==> src/rtl/z2_bus_frontend_if.sv <==
// Zorro II bus-side signal bundle between the card's bus pins/slaves and the cycle front end.
// The master side drives the raw strobes and slave decode/ready terms; the slave side is the front end.
interface z2_bus_frontend_if;
  logic       AS_n;
  logic       UDS_n;
  logic       LDS_n;
  logic       RW;
  logic       device_hit;
  logic       ack_in;
  logic       as_n_s;
  logic       uds_n_s;
  logic       lds_n_s;
  logic       rw_s;
  logic [1:0] z2_state;
  logic       dtack;
  logic       timeout;
  logic       busy;

  modport master (
    output AS_n, UDS_n, LDS_n, RW, device_hit, ack_in,
    input  as_n_s, uds_n_s, lds_n_s, rw_s, z2_state, dtack, timeout, busy
  );

  modport slave (
    input  AS_n, UDS_n, LDS_n, RW, device_hit, ack_in,
    output as_n_s, uds_n_s, lds_n_s, rw_s, z2_state, dtack, timeout, busy
  );
endinterface

==> src/rtl/z2_bus_frontend.sv <==
// Zorro II / 68000 bus front end: strobe synchronisers, Z2 cycle FSM, registered dtack and
// a watchdog that ends a START/DATA cycle no slave ever acknowledges.
module z2_bus_frontend #(
  parameter int AS_STAGES      = 3,
  parameter int STB_STAGES     = 2,
  parameter int TIMEOUT_CYCLES = 255,
  parameter int TO_WIDTH       = 8
) (
  input  logic              MEMCLK,
  input  logic              RESET,
  z2_bus_frontend_if.slave  bus
);

  localparam logic [1:0] S_IDLE  = 2'd0;
  localparam logic [1:0] S_START = 2'd1;
  localparam logic [1:0] S_DATA  = 2'd2;
  localparam logic [1:0] S_END   = 2'd3;

  localparam logic [TO_WIDTH-1:0] TO_LAST = TO_WIDTH'(TIMEOUT_CYCLES - 1);
  localparam logic [TO_WIDTH-1:0] TO_MAX  = '1;

  logic [AS_STAGES-1:0]  r_as;
  logic [STB_STAGES-1:0] r_uds;
  logic [STB_STAGES-1:0] r_lds;
  logic [STB_STAGES-1:0] r_rw;
  logic [1:0]            r_state;
  logic                  r_dtack;
  logic                  r_timeout;
  logic [TO_WIDTH-1:0]   r_cnt;

  logic w_as_start;
  logic w_as_end;
  logic w_strobe;
  logic w_to_hit;
  logic w_active;

  // Plain shift chains; the whole chain is forced idle-high on reset.
  always_ff @(posedge MEMCLK) begin
    if (RESET) begin
      r_as  <= '1;
      r_uds <= '1;
      r_lds <= '1;
      r_rw  <= '1;
    end else begin
      r_as  <= {r_as[AS_STAGES-2:0],   bus.AS_n};
      r_uds <= {r_uds[STB_STAGES-2:0], bus.UDS_n};
      r_lds <= {r_lds[STB_STAGES-2:0], bus.LDS_n};
      r_rw  <= {r_rw[STB_STAGES-2:0],  bus.RW};
    end
  end

  // Cycle start waits for the deepest tap; end/abort reacts one tap earlier.
  assign w_as_start = r_as[AS_STAGES-1];
  assign w_as_end   = r_as[AS_STAGES-2];
  assign w_strobe   = ~r_uds[STB_STAGES-1] | ~r_lds[STB_STAGES-1];
  assign w_to_hit   = (r_cnt == TO_LAST);
  assign w_active   = (r_state == S_START) || (r_state == S_DATA);

  always_ff @(posedge MEMCLK) begin
    if (RESET) begin
      r_state   <= S_IDLE;
      r_dtack   <= 1'b0;
      r_timeout <= 1'b0;
      r_cnt     <= '0;
    end else begin
      r_timeout <= 1'b0;
      if (w_active) r_cnt <= (r_cnt == TO_MAX) ? r_cnt : r_cnt + 1'b1;
      else          r_cnt <= '0;

      case (r_state)
        S_IDLE: begin
          r_dtack <= 1'b0;
          if (!w_as_start && bus.device_hit) r_state <= S_START;
        end
        S_START, S_DATA: begin
          // Master abort beats the watchdog, which beats a normal advance.
          if (w_as_end) begin
            r_state <= S_IDLE;
          end else if (w_to_hit) begin
            r_state   <= S_END;
            r_timeout <= 1'b1;
          end else if (r_state == S_START) begin
            if (w_strobe) r_state <= S_DATA;
          end else if (bus.ack_in) begin
            r_dtack <= 1'b1;
            r_state <= S_END;
          end
        end
        S_END: begin
          if (w_as_end) begin
            r_dtack <= 1'b0;
            r_state <= S_IDLE;
          end
        end
        default: r_state <= S_IDLE;
      endcase
    end
  end

  assign bus.as_n_s   = w_as_end;
  assign bus.uds_n_s  = r_uds[STB_STAGES-1];
  assign bus.lds_n_s  = r_lds[STB_STAGES-1];
  assign bus.rw_s     = r_rw[STB_STAGES-1];
  assign bus.z2_state = r_state;
  assign bus.dtack    = r_dtack;
  assign bus.timeout  = r_timeout;
  assign bus.busy     = (r_state != S_IDLE);

endmodule

==> src/flat_wrapper.sv <==
// flat-port wrapper written by rule: the top's interface ports become plain ports
module z2_bus_frontend_flat 
#(
  parameter int AS_STAGES      = 3,
  parameter int STB_STAGES     = 2,
  parameter int TIMEOUT_CYCLES = 255,
  parameter int TO_WIDTH       = 8
)
  (MEMCLK, RESET, bus_AS_n, bus_UDS_n, bus_LDS_n, bus_RW, bus_device_hit, bus_ack_in, bus_as_n_s, bus_uds_n_s, bus_lds_n_s, bus_rw_s, bus_z2_state, bus_dtack, bus_timeout, bus_busy);
  z2_bus_frontend_if bus_i ();
  input  logic MEMCLK;
  input  logic RESET;
  input wire logic [$bits(bus_i.AS_n)-1:0] bus_AS_n;
  input wire logic [$bits(bus_i.UDS_n)-1:0] bus_UDS_n;
  input wire logic [$bits(bus_i.LDS_n)-1:0] bus_LDS_n;
  input wire logic [$bits(bus_i.RW)-1:0] bus_RW;
  input wire logic [$bits(bus_i.device_hit)-1:0] bus_device_hit;
  input wire logic [$bits(bus_i.ack_in)-1:0] bus_ack_in;
  output wire logic [$bits(bus_i.as_n_s)-1:0] bus_as_n_s;
  output wire logic [$bits(bus_i.uds_n_s)-1:0] bus_uds_n_s;
  output wire logic [$bits(bus_i.lds_n_s)-1:0] bus_lds_n_s;
  output wire logic [$bits(bus_i.rw_s)-1:0] bus_rw_s;
  output wire logic [$bits(bus_i.z2_state)-1:0] bus_z2_state;
  output wire logic [$bits(bus_i.dtack)-1:0] bus_dtack;
  output wire logic [$bits(bus_i.timeout)-1:0] bus_timeout;
  output wire logic [$bits(bus_i.busy)-1:0] bus_busy;
  assign bus_i.AS_n = bus_AS_n;
  assign bus_i.UDS_n = bus_UDS_n;
  assign bus_i.LDS_n = bus_LDS_n;
  assign bus_i.RW = bus_RW;
  assign bus_i.device_hit = bus_device_hit;
  assign bus_i.ack_in = bus_ack_in;
  assign bus_as_n_s = bus_i.as_n_s;
  assign bus_uds_n_s = bus_i.uds_n_s;
  assign bus_lds_n_s = bus_i.lds_n_s;
  assign bus_rw_s = bus_i.rw_s;
  assign bus_z2_state = bus_i.z2_state;
  assign bus_dtack = bus_i.dtack;
  assign bus_timeout = bus_i.timeout;
  assign bus_busy = bus_i.busy;
  z2_bus_frontend #(.AS_STAGES(AS_STAGES), .STB_STAGES(STB_STAGES), .TIMEOUT_CYCLES(TIMEOUT_CYCLES), .TO_WIDTH(TO_WIDTH)) u_core (.MEMCLK(MEMCLK), .RESET(RESET), .bus(bus_i));
endmodule
==> config.mk <==
export PLATFORM = sky130hd
export DESIGN_NAME = z2_bus_frontend_flat
export DESIGN_NICKNAME = d
export VERILOG_FILES = /design/src/rtl/z2_bus_frontend_if.sv /design/src/rtl/z2_bus_frontend.sv /design/src/flat_wrapper.sv
export SDC_FILE = /design/constraint.sdc
export NUM_CORES = 1
export LEC_CHECK = 0
export CAP_MARGIN = 10
export CELL_PAD_IN_SITES_DETAIL_PLACEMENT = 0
export CELL_PAD_IN_SITES_GLOBAL_PLACEMENT = 1
export CORE_MARGIN = 4
export CORE_UTILIZATION = 25
export DETAILED_ROUTE_END_ITERATION = 7
export HOLD_SLACK_MARGIN = 0.08
export PLACE_DENSITY = 0.62
export SLEW_MARGIN = 25
export SYNTH_ARGS = -nofsm -noshare
export SYNTH_HDL_FRONTEND = slang
export SYNTH_SLANG_ARGS = --single-unit
==> constraint.sdc <==
create_clock -name MEMCLK -period 1.8 [get_ports MEMCLK]
set_clock_uncertainty 0.05 [all_clocks]
set_input_delay 0.27 -clock MEMCLK [delete_from_list [all_inputs] [get_ports MEMCLK]]
set_output_delay 0.27 -clock MEMCLK [all_outputs]
set_load 0.02 [all_outputs]
==> reports/summary.log, run 1 <==
qor: outcome.outcome finished clean
qor: setup_path.crit_path_end_kind output pin
qor: sta.layout_worst_path_cycle_share 0.948
qor: logic_synthesis.post_synth_inst_count 94
qor: route.ant_nets 0
qor: logic_synthesis.ys_ff_latch 21
qor: logic_synthesis.synth.lib_cells_used.distinct 31
qor: place.place.port_buffers 16
qor: logic_synthesis.yosys_warnings 0
qor: place.post_dp_cell_area 1110 µm²
qor: logic_synthesis.yosysSeqAreaShare 0.471
qor: sta.final_sum_of_negative_setup_slack 0 ps
qor: logic_synthesis.most_frequent_cell_after_synthesis dfxtp_1
qor: route.post-route-drc-count 0
qor: logic_synthesis.synthesis.area_per_instance 9.50 µm²
qor: sta.setup_viol 0
qor: sta.drv_slew 0
qor: setup_path.chain_of_cells_forming_the_critical_path buf_4 > clkdlybuf4s50_1
qor: clocking.cts.reportedPaths.clkPinSlew 120 ps
qor: logic_synthesis.total_nets_after_synthesis 107
qor: route.drt_first_pass_iters 4
qor: route.dr.first_iter.drc_count 55
qor: sta.grt_setup_unrepaired no
qor: setup_path.critPathRequiredTime 1480 ps
qor: setup_path.timing.critical_path.from_type flip-flop
qor: setup_path.r2r_setup_slack 110 ps
qor: global_routing.antenna_found_initial 0
qor: floorplanning.boundaryPins 17
qor: final_layout.final_design_area_no_fill 1150 µm²
qor: global_routing.first_global_vias 702
qor: worst_hold_path.hold_path.class flip-flop to flip-flop
qor: final_layout.number_of_diodes 0
qor: power.vdd_ir_drop_max 0.000538 V
qor: setup_path.critical_path_arrival 1390 ps
qor: clocking.ctsLongestPathBuffers 2
qor: route.totalWireLength 1690 µm
qor: logic_synthesis.synthFlopType dfxtp_1
qor: setup_path.critical_path.top_delay_family buffers and inverters
qor: clocking.clockRootBuffer clkbuf_4
qor: logic_synthesis.share_of_synthesized_flip_flops_with_an_asynchronous_set_or_reset 0
qor: logic_synthesis.syn_area 893 µm²
qor: floorplanning.fp.coreArea 3390 µm²
qor: final_layout.count_of_nets_after_finishing 127
qor: sta.timing_worst_slew_pin_value 373 ps
qor: floorplanning.rows 21
qor: sta.max_slew_margin 0.751
qor: logic_synthesis.synth_top_cells_by_count dfxtp_1 (21), or2_2 (10), a21oi_1 (7), inv_1 (7)
qor: setup_path.worst-path-max-fanout 4
qor: floorplanning.floorplan.initialDensity 0.264
qor: setup_path.critical_path_buf_inv_count 2
qor: route.avgRoutedWirePerCell 10.6 µm
qor: global_routing.grt.overflow.total 0
qor: power.static-leakage-power 0.432 nW
qor: clocking.number_of_buffers_created_by_cts 3
qor: sta.fmaxAchievable 0.586 GHz
qor: logic_synthesis.post-synth-top-area-cell dfxtp_1
qor: clocking.cts_max_level 1
qor: sta.timing.final.crit_period 1710 ps
qor: global_routing.grt_use_total 0.0817
qor: power.total_power_divided_by_cell_area 832 nW/µm²
qor: clocking.cts_tree done
qor: clocking.cts_sinks 21
qor: logic_synthesis.top_area_cells_in_the_synthesized_netlist dfxtp_1 (47%), ha_1 (7.0%), or2_2 (7.0%)
qor: run.cap_violations 0
qor: setup_path.critPathMaxStageDelay 600 ps
qor: logic_synthesis.synth.top_cell.area_share 0.471
qor: floorplanning.chipHeight 67.8 µm
qor: global_routing.grt_pass1_wl 2900 µm
qor: place.dpl.hpwl 1310 µm
qor: logic_synthesis.synth-edff-count 0
qor: clocking.clock_insertion_delay_at_the_later_pin_of_the_skew_report 310 ps
qor: sta.worst_hold_slack 378 ps
qor: global_routing.pin_count_of_the_biggest_net_entering_global_routing 14
qor: final_layout.drive_above_1_share 0.204
qor: setup_path.criticalPathCategory flip-flop to output pin
qor: route.route.vias.total 675
qor: place.gp_routability_congestion 0.691
qor: route.post_drt_via_cell_ratio 4.25
qor: setup_path.cell_type_of_the_slowest_stage_on_the_worst_timing_path clkdlybuf4s50_1
qor: power.power_total 0.955 mW
qor: floorplanning.die_w 67.8 µm
qor: final_layout.syn_to_final_growth 28.6%
qor: floorplanning.die_area 4590 µm²
qor: clocking.cts.repair_timing.setup_buffer_count 0
qor: sta.finalHoldViolCount 0
[through the flow]
step	instances	util	setup WS, ps
after floorplan	94	-	74.2
after global placement	155	0.327	144
after detailed placement	155	0.327	110
after CTS	159	0.334	17.7
after global routing	159	0.339	9.10
final	159	0.339	92.7
[kinds of logic after synthesis]
kind of cell,share of synthesized area
AO/OA/AOI/OAI,0.122
XOR/XNOR,0.0490
adder cells (fa/ha/maj),0.0700
buffers and inverters,0.0504
flip-flops,0.471
multiplexers,0.0112
AND/OR/NAND/NOR,0.227
[final timing paths]
check                           cells past startpoint                   start                endpoint
worst max-delay path                                2  u_core.bus.z2_state[0]         bus_z2_state[0]
worst min-delay path                                1         u_core.r_uds[0]         u_core.r_uds[1]
worst max register to register                      7  u_core.bus.z2_state[1]  u_core.bus.z2_state[1]
worst min register to register                      1         u_core.r_uds[0]         u_core.r_uds[1]
[placed cells by master, fill, tap and decap left out, types with 2 or more instances in the layout]
cell and n:
a21oi_1 7, and3_1 2, buf_4 2, clkbuf_4 3, clkdlybuf4s50_1 14, dfxtp_1 21, ha_1 4, inv_1 7
nand2b_1 3, nand3_1 4, nor2_1 5, o21ai_0 4, o21ai_1 2, or2_2 10, xnor2_1 3, xor2_1 2
[metal layers]
| metal | vias up | global-route usage | part of all wire |
|---|---|---|---|
| li1 | 355 | - | - |
| met1 | 306 | 0.0894 | 0.45 |
| met2 | 14 | 0.147 | 0.47 |
| met3 | 0 | 0.0449 | 0.077 |
| met4 | 0 | 0 | 0 |
| met5 | - | 0 | 0 |
[area by class of cell]
class / instances / area, µm²
Timing Repair Buffer: 18 / 176
Multi-Input combinational cell: 63 / 440
Sequential cell: 21 / 420
Fill cell: 343 / 2240
Inverter: 7 / 26.3
Clock buffer: 3 / 22.5
Tap cell: 46 / 57.6
Clock inverter: 1 / 5.00
[registers in the layout, summed over array words and instances, names as in the netlist]
name and flops:
u_core.bus.dtack 1, u_core.bus.timeout 1, u_core.bus.z2_state 2, u_core.r_as 3, u_core.r_cnt 8, u_core.r_lds 2, u_core.r_rw 2, u_core.r_uds 2
[repair_timing]
item,in CTS,in global routing
endpoints found under the setup margin,1,2
gates resized for setup,1,2
hold buffers,0,0
[power by group]
part / switching, mW / internal, mW / total (mW) / leakage (nW)
sequential: 0.0123 / 0.486 / 0.498 / 0.171
combinational: 0.121 / 0.109 / 0.231 / 0.242
clock: 0.143 / 0.0829 / 0.226 / 0.0177
No activity file was read; power rests on OpenSTA's default activity.
==> inputs of run 2 (changes only) <==
HOLD_SLACK_MARGIN = 0.03   (was 0.08)
==> results of run 2 <==
The final DEF is identical to that of run 1; final timing and power are the same.
